## config.mk

```make
export PLATFORM = sky130hd
export DESIGN_NAME = imem_loader
export DESIGN_NICKNAME = d
export VERILOG_FILES = /design/src/rtl/imem_loader.sv
export SDC_FILE = /design/constraint.sdc
export NUM_CORES = 1
export LEC_CHECK = 0
export ABC_AREA = 1
export BUFFER_PORTS_ARGS = -buffer_cell sky130_fd_sc_hd__clkbuf_2
export CAP_MARGIN = 25
export CELL_PAD_IN_SITES_DETAIL_PLACEMENT = 0
export CELL_PAD_IN_SITES_GLOBAL_PLACEMENT = 2
export CORE_MARGIN = 2
export CORE_UTILIZATION = 27
export CTS_CLUSTER_DIAMETER = 150
export DETAILED_ROUTE_END_ITERATION = 8
export PLACE_DENSITY = 0.7
export SYNTH_ARGS = -nofsm -noshare
export SYNTH_HDL_FRONTEND = slang
export SYNTH_SLANG_ARGS = --single-unit
```

## constraint.sdc

```tcl
create_clock -name i_clk -period 3.6 [get_ports i_clk]
set_input_delay 0 -clock i_clk [delete_from_list [all_inputs] [get_ports i_clk]]
set_output_delay 0 -clock i_clk [all_outputs]
set_load 0.1 [all_outputs]
```

## src/rtl/imem_loader.sv

```systemverilog
// ---------------------------------------------------------------------------
// imem_loader
//
// Boot-time program loader. It receives a length-prefixed, checksummed
// program over a valid/ready byte stream and assembles big-endian 32-bit
// words. Each word goes to the instruction memory write port. The CPU is
// held in reset until a load completes with a good checksum.
//
// Stream format:
//   N[15:8], N[7:0], then 4*N data bytes (each word MSB first), then one
//   checksum byte equal to the XOR of all data bytes.
//
// Parameters:
//   BASE_ADDR  byte address of word 0 (word-aligned)
//   MAX_WORDS  largest accepted program length in words
//
// Ports:
//   i_clk            single clock, rising edge
//   i_reset          synchronous, active-high reset
//   i_start          one-cycle pulse that begins a load (IDLE/DONE/ERROR only)
//   i_rx_data        incoming byte
//   i_rx_valid       i_rx_data is valid
//   o_rx_ready       loader accepts a byte this cycle
//   o_imem_we        instruction memory write strobe (one cycle per word)
//   o_imem_addr      byte address of the write, word-aligned
//   o_imem_wdata     word being written
//   o_cpu_hold       hold the CPU in reset while high
//   o_done           load completed with a good checksum
//   o_error          load rejected (bad length or bad checksum)
//   o_words_loaded   number of words written in the current load
// ---------------------------------------------------------------------------
module imem_loader #(
  parameter logic [31:0] BASE_ADDR = 32'h0000_0000,
  parameter int          MAX_WORDS = 512
) (
  input  logic        i_clk,
  input  logic        i_reset,
  input  logic        i_start,
  input  logic [7:0]  i_rx_data,
  input  logic        i_rx_valid,
  output logic        o_rx_ready,
  output logic        o_imem_we,
  output logic [31:0] o_imem_addr,
  output logic [31:0] o_imem_wdata,
  output logic        o_cpu_hold,
  output logic        o_done,
  output logic        o_error,
  output logic [15:0] o_words_loaded
);

  localparam logic [31:0] MAX_WORDS_W = 32'(MAX_WORDS);

  typedef enum logic [2:0] {
    S_IDLE,
    S_LEN_HI,
    S_LEN_LO,
    S_DATA,
    S_WRITE,
    S_CSUM,
    S_DONE,
    S_ERROR
  } state_t;

  // FSM and datapath registers
  state_t      r_state;
  logic [15:0] r_len;
  logic [15:0] r_index;
  logic [1:0]  r_byte_cnt;
  logic [7:0]  r_csum;
  logic [31:0] r_word;

  // Registered outputs
  logic        r_rx_ready;
  logic        r_imem_we;
  logic [31:0] r_imem_addr;
  logic [31:0] r_imem_wdata;
  logic        r_cpu_hold;
  logic        r_done;
  logic        r_error;
  logic [15:0] r_words_loaded;

  // Combinational helpers
  logic        w_accept;
  logic [15:0] w_len_full;
  logic        w_len_bad;
  logic [31:0] w_word_next;
  logic [15:0] w_index_inc;
  logic        w_last_word;
  logic [31:0] w_addr;

  // A byte is consumed only when the loader itself advertised ready; the
  // registered ready is the single source of truth for acceptance.
  assign w_accept    = i_rx_valid & r_rx_ready;

  // The high count byte was parked in r_len[7:0] during LEN_HI, so the
  // full count is available in the same cycle the low byte arrives.
  assign w_len_full  = {r_len[7:0], i_rx_data};
  assign w_len_bad   = (w_len_full == 16'd0) ||
                       ({16'd0, w_len_full} > MAX_WORDS_W);

  assign w_word_next = {r_word[23:0], i_rx_data};
  assign w_index_inc = r_index + 16'd1;
  assign w_last_word = (w_index_inc == r_len);

  // Index is bounded by MAX_WORDS-1, so the 32-bit sum never exceeds
  // BASE_ADDR + 4*(MAX_WORDS-1).
  assign w_addr      = BASE_ADDR + {14'd0, r_index, 2'b00};

  always_ff @(posedge i_clk) begin
    if (i_reset) begin
      r_state        <= S_IDLE;
      r_len          <= 16'd0;
      r_index        <= 16'd0;
      r_byte_cnt     <= 2'd0;
      r_csum         <= 8'd0;
      r_word         <= 32'd0;
      r_rx_ready     <= 1'b0;
      r_imem_we      <= 1'b0;
      r_imem_addr    <= BASE_ADDR;
      r_imem_wdata   <= 32'd0;
      r_cpu_hold     <= 1'b1;
      r_done         <= 1'b0;
      r_error        <= 1'b0;
      r_words_loaded <= 16'd0;
    end else begin
      // The write strobe is a single-cycle pulse unless re-armed below.
      r_imem_we <= 1'b0;

      case (r_state)
        // Idle, and the two terminal states, only react to start; a start
        // here begins a fresh load and wipes the previous result.
        S_IDLE, S_DONE, S_ERROR: begin
          if (i_start) begin
            r_state        <= S_LEN_HI;
            r_index        <= 16'd0;
            r_byte_cnt     <= 2'd0;
            r_csum         <= 8'd0;
            r_words_loaded <= 16'd0;
            r_done         <= 1'b0;
            r_error        <= 1'b0;
            r_cpu_hold     <= 1'b1;
            r_rx_ready     <= 1'b1;
          end
        end

        S_LEN_HI: begin
          if (w_accept) begin
            r_len   <= {8'd0, i_rx_data};
            r_state <= S_LEN_LO;
          end
        end

        S_LEN_LO: begin
          if (w_accept) begin
            r_len <= w_len_full;
            if (w_len_bad) begin
              r_state    <= S_ERROR;
              r_rx_ready <= 1'b0;
              r_error    <= 1'b1;
              r_cpu_hold <= 1'b1;
            end else begin
              r_state <= S_DATA;
            end
          end
        end

        S_DATA: begin
          if (w_accept) begin
            r_word     <= w_word_next;
            r_csum     <= r_csum ^ i_rx_data;
            // Two-bit counter wraps back to zero after the 4th byte.
            r_byte_cnt <= r_byte_cnt + 2'd1;
            if (r_byte_cnt == 2'd3) begin
              // Present the completed word during the WRITE cycle; ready
              // drops so no byte can arrive while the write is in flight.
              r_state      <= S_WRITE;
              r_rx_ready   <= 1'b0;
              r_imem_we    <= 1'b1;
              r_imem_addr  <= w_addr;
              r_imem_wdata <= w_word_next;
            end
          end
        end

        S_WRITE: begin
          r_index        <= w_index_inc;
          r_words_loaded <= r_words_loaded + 16'd1;
          r_rx_ready     <= 1'b1;
          r_state        <= w_last_word ? S_CSUM : S_DATA;
        end

        S_CSUM: begin
          if (w_accept) begin
            r_rx_ready <= 1'b0;
            if (i_rx_data == r_csum) begin
              r_state    <= S_DONE;
              r_done     <= 1'b1;
              r_cpu_hold <= 1'b0;
            end else begin
              r_state    <= S_ERROR;
              r_error    <= 1'b1;
              r_cpu_hold <= 1'b1;
            end
          end
        end

        default: begin
          r_state    <= S_IDLE;
          r_rx_ready <= 1'b0;
        end
      endcase
    end
  end

  assign o_rx_ready     = r_rx_ready;
  assign o_imem_we      = r_imem_we;
  assign o_imem_addr    = r_imem_addr;
  assign o_imem_wdata   = r_imem_wdata;
  assign o_cpu_hold     = r_cpu_hold;
  assign o_done         = r_done;
  assign o_error        = r_error;
  assign o_words_loaded = r_words_loaded;

endmodule

```

# Word-level counts from Yosys, hierarchy flattened
# Cells that the tools add are included.
# word_totals
output_inout_bits,85
reg_bits,138
in_bits,12
word_cells,104
# classes
bitwise_logic,4
n_mux,42
addsub,3
magnitude_cmp,1
eq_ne,19
n_reduce_logical,21
# ops
cell,n
16-bit one-hot mux with 2 select lines,3
16-bit 2-to-1 mux,3
"16-bit by 1-bit adder with 16-bit output, second input constant",2
3-bit 2-to-1 mux,8
"2-bit != test, second input constant",9
3-bit one-hot mux with 6 select lines,1
1-bit 2-to-1 mux,17
16-bit equality test,1
"16-bit by 10-bit greater-than comparator with 1-bit output, second input constant",1
16-bit zero test,1
8-bit 2-to-1 mux,2
8-bit one-hot mux with 2 select lines,1
"3-bit equality test, second input constant",4
6-bit AND reduction,2
3-bit AND reduction,3
8-bit equality test,1
2-bit nonzero test,4
8-bit XOR,1
7-bit AND reduction,1
"3-bit by 2-bit equality test with 1-bit output, second input constant",2
1-bit one-hot mux with 3 select lines,2
3-bit OR reduction,2
1-bit one-hot mux with 5 select lines,1
5-bit AND reduction,1
other kinds (14),17

# Longest topological paths before layout
# depth
ltp_word,5
ltp_mapped,16
ltp_nobuf,16

# Worst setup path after synthesis
# OpenSTA, ideal clock, no wires.
# synth_path
kind,reg2reg
startpoint,reg r_words_loaded[0] (netlist: o_words_loaded[0])
endpoint,reg r_words_loaded[14] (netlist: o_words_loaded[14])
path_stages_with_launch,12
setup_time_ps,70
period_less_slack_ps,2480
path_buffers,0
path_slack_ps,1120
arrival_ps,2409
required_time_ps,3530
path_cell_list,dfxtp_1 -> ha_1 -> inv_1 -> nor3_2 -> nand2_1 -> nor2_1 -> nand2_1 -> nor3_4 -> nand3_1 -> o21ai_1 -> nand3_1 -> a21oi_1
# synth_via
elab_chain_cells,2
# synth_rtl
item,line_no,text
"start, declared",80,logic [15:0] r_words_loaded;
"start signal, assigned",187,r_words_loaded <= r_words_loaded + 16'd1;
16-bit by 1-bit adder with 16-bit output,187,
16-bit one-hot mux with 2 select lines,129,case (r_state)
# Every way passes these cells.
# A chain may end at the register's enable or synchronous reset.

# Worst setup path after layout
# layout_path
startpoint,reg r_state[1]
endpoint,reg r_imem_wdata[19] (netlist: o_imem_wdata[19])
# layout_via
elab_chain_cells,2
# layout_rtl
item,line_no,text
"start, declared",65,state_t r_state;
"start signal, assigned",189,r_state <= w_last_word ? S_CSUM : S_DATA;
3-bit by 2-bit equality test with 1-bit output,129,
3-bit AND reduction (no line),n/a,
"end signal, assigned",180,r_imem_wdata <= w_word_next;
"end, declared",76,logic [31:0] r_imem_wdata;
# Every way passes these cells.

==> impl_metrics.tcl <==
set metrics [dict create \
    synth_top_area_share_pct 44.1 \
    async_reset_ff_share_pct 0 \
    worstHoldStart "i_rx_data[3]" \
    die_w_um 156 \
    period_minus_slack_ns 2.66 \
    final.setup_skew_ns 0.00747 \
    clkTransAtPathRegs_ns 0.07 \
    dieArea_um2 24400 \
    cts_hold_buf 7 \
    nNetsFinal 935 \
    num_vias 5664 \
    gp_congestion 0.772 \
    worstSetupPathType "register to register" \
    synth-main-ff-cell "dfxtp_1" \
    synth_common_cells "nand2_1 (152), dfxtp_1 (138), a21oi_1 (92)" \
    cpMaxStageDelayCell "nor2_4" \
    hold_ws_ns 0.0338 \
    synth_edf_count 0 \
    antenna_left 0 \
    coreArea_um2 22700 \
    post_drt_wl_per_cell_um 15.0 \
    max_slew.worst_pin.slew_ns 0.892 \
    cts_made_buffers 17 \
    fmax_ghz 0.376 \
    crit_family "buffers and inverters" \
    post_cts_resized 0 \
    initial_utilization_pct 27.6 \
    grt_start_max_net_pins 56 \
    clkSinkCount 138 \
    drive_gt1_share_pct 17.3 \
    io-pin-count 97 \
    dieHeight_um 156 \
    r2r_end "o_imem_wdata[19]" \
    grt-ovfl-total 0 \
    arrival_ns 3.01 \
    synth_cells 846 \
    syn_area_um2 6270 \
    fillers 2498 \
    htreeDepth 4 \
    crit_path_start_kind "register" \
    setup_violations 0 \
    finalSetupTns_ns 0 \
    routed_wl_um 18300 \
    dr.pass1.iters 5 \
    critPathBufInv 5 \
    slowest_delay_ns 0.45 \
    num_rows 55 \
    cts_buffer_depth 2 \
    grt_use_total_pct 15.3 \
    finalHoldViolCount 0 \
    p_per_area_nw_per_um2 585 \
    ys_seq_area_share_pct 44.1 \
    hp-class "primary input to register" \
    finalNonFillerCells 1218 \
    maxCapViolations 0 \
    grt_pass1_vias 5406 \
    post_cts_buffers 0 \
    place_hpwl_um 12600 \
    rsz0062_at_grt "no" \
    yosys.cell_types.count 47 \
    setup.worst_path.end_class "register" \
    io_buffers 80 \
    cp_max_fo 55 \
    cp_cell_sequence "inv_1, nor2_2, inv_2, nor2_8, inv_2, nor2_4, inv_2, nor2_4, buf_4, o21ai_0, a21oi_1" \
    avgSynthCellArea_um2 7.41 \
    grt_pass1_wl_um 29300 \
    startpoint "r_state[1]" \
    status "complete, no violations" \
    min_path_cells 3 \
    hold_end "r_len[3]" \
    cp_common_cell "inv_2" \
    p_leak_uw 0.00312 \
    power_uw 4410 \
    final_max_slew_viol_count 0 \
    drt_iter0_drc 340 \
    worstReg2RegStart "r_state[1]" \
    insertion_delay_ns 0.43 \
    diodes 0 \
    dp_cells 1179 \
    period_share_pct 73.9 \
    r2r_cells 11 \
    synth_area_leaders "dfxtp_1 (44%), nand2_1 (9.1%), a21oi_1 (7.3%)" \
    r2r_setup_slack_ns 0.94 \
    crit_required_ns 3.96 \
    cp.depth 11 \
    yosysTopAreaCell "dfxtp_1" \
    synth.most_common_cell "nand2_1" \
    relSlewSlack_pct 40.5 \
    fin_ws_ns 0.941 \
    antenna_found_initial 0 \
    drc 0 \
    vias_per_cell 4.65 \
    yosys_warnings 0 \
    synthToLayoutAreaGrowth_pct 20.3 \
    dp_slack_ns 0.929 \
    cts_tree "done" \
    vdd_drop_max_v 0.000354 \
    cts_root_buf "clkbuf_16" \
    yosys_register_bits 138 \
]
## metal layers
metal	part of all wire, %	up-vias	global-route usage, %
met2	46	82	24.1
met4	1.1	0	4.85
met5	0	-	0
met3	2.9	12	2.46
met1	50	2635	21.4
li1	-	2935	-
## worst min-delay path: stages
cell and delay, ns:
clkbuf_2 0.17, o21ai_0 0.18, a21oi_1 0.05
## metrics by stage
step	cell area, µm²	utilization (%)
final	7540	33.2
after global routing	7540	33.2
after CTS	7540	33.2
after detailed placement	6840	30.1
after global placement	6840	30.1
after floorplan	6320	-
## sequential cells by signal, summed over array words and instances, names as in the netlist
| register | flops |
|---|---|
| o_words_loaded | 16 |
| r_byte_cnt | 2 |
| r_csum | 8 |
| o_done | 1 |
| o_rx_ready | 1 |
| r_index | 16 |
| r_word | 24 |
| o_imem_addr | 16 |
| o_imem_we | 1 |
| r_state | 3 |
| o_imem_wdata | 32 |
| r_len | 16 |
| o_cpu_hold | 1 |
| o_error | 1 |
## placed cells by master (no fill, tap or decap), types with 2 or more instances in the layout
master	n
xor2_1	4
nor2_1	75
inv_6	5
conb_1	16
o21ai_1	16
ha_1	3
nor3_1	6
nor2_2	6
dlygate4sd3_1	7
nor2_4	5
inv_8	4
inv_1	73
nor4_1	2
nand2_2	5
a221oi_1	2
o211ai_1	2
clkinv_4	2
bufinv_16	3
o211a_1	5
clkbuf_16	17
nand2_1	152
nor2_8	3
xnor3_1	2
or2_2	4
clkbuf_2	80
nand4_1	14
o21ai_2	2
o21ai_0	77
nand3b_1	3
a211oi_1	5
buf_4	7
nand3_1	66
xnor2_1	6
a21oi_1	92
inv_2	10
dfxtp_1	138
## worst max-delay path by stage
stage                         endpoint  slack, ns
finish                o_imem_wdata[19]       0.94
global route            o_imem_addr[7]       0.60
CTS                    o_imem_wdata[9]       0.90
detailed placement     o_imem_wdata[9]       0.93
global placement      o_imem_wdata[17]        1.0
floorplan           o_words_loaded[14]       1.12
## power by group
part	internal (µW)	switching, µW	leakage [µW]
Clock	1120	768	0.000307
Sequential	1600	60.9	0.00111
Combinational	213	645	0.00170
Total	2940	1470	0.00312
## cells by family (layout without fill, tap and decap cells)
| family | count (synthesis) | count (layout) | share of synthesized area (%) |
|---|---|---|---|
| XOR/XNOR | 12 | 12 | 2.12 |
| buffers and inverters | 138 | 210 | 9.78 |
| other | 1 | 16 | 0.0598 |
| flip-flops | 138 | 138 | 44.1 |
| AO/OA/AOI/OAI | 209 | 209 | 18.1 |
| AND/OR/NAND/NOR | 345 | 345 | 25.3 |
| adder cells (fa/ha/maj) | 3 | 3 | 0.599 |
## area by class of cell
cell class                      instances  area, µm²  share of cell area (%)
Tap cell                              285        357                    4.73
Sequential cell                       138       2760                    36.6
Clock buffer                           17        425                    5.64
Timing Repair Buffer                   94        523                    6.94
Inverter                               84        318                    4.22
Clock inverter                         15        204                    2.70
Multi-Input combinational cell        585       2950                    39.1
(Power assumes the default switching activity.)
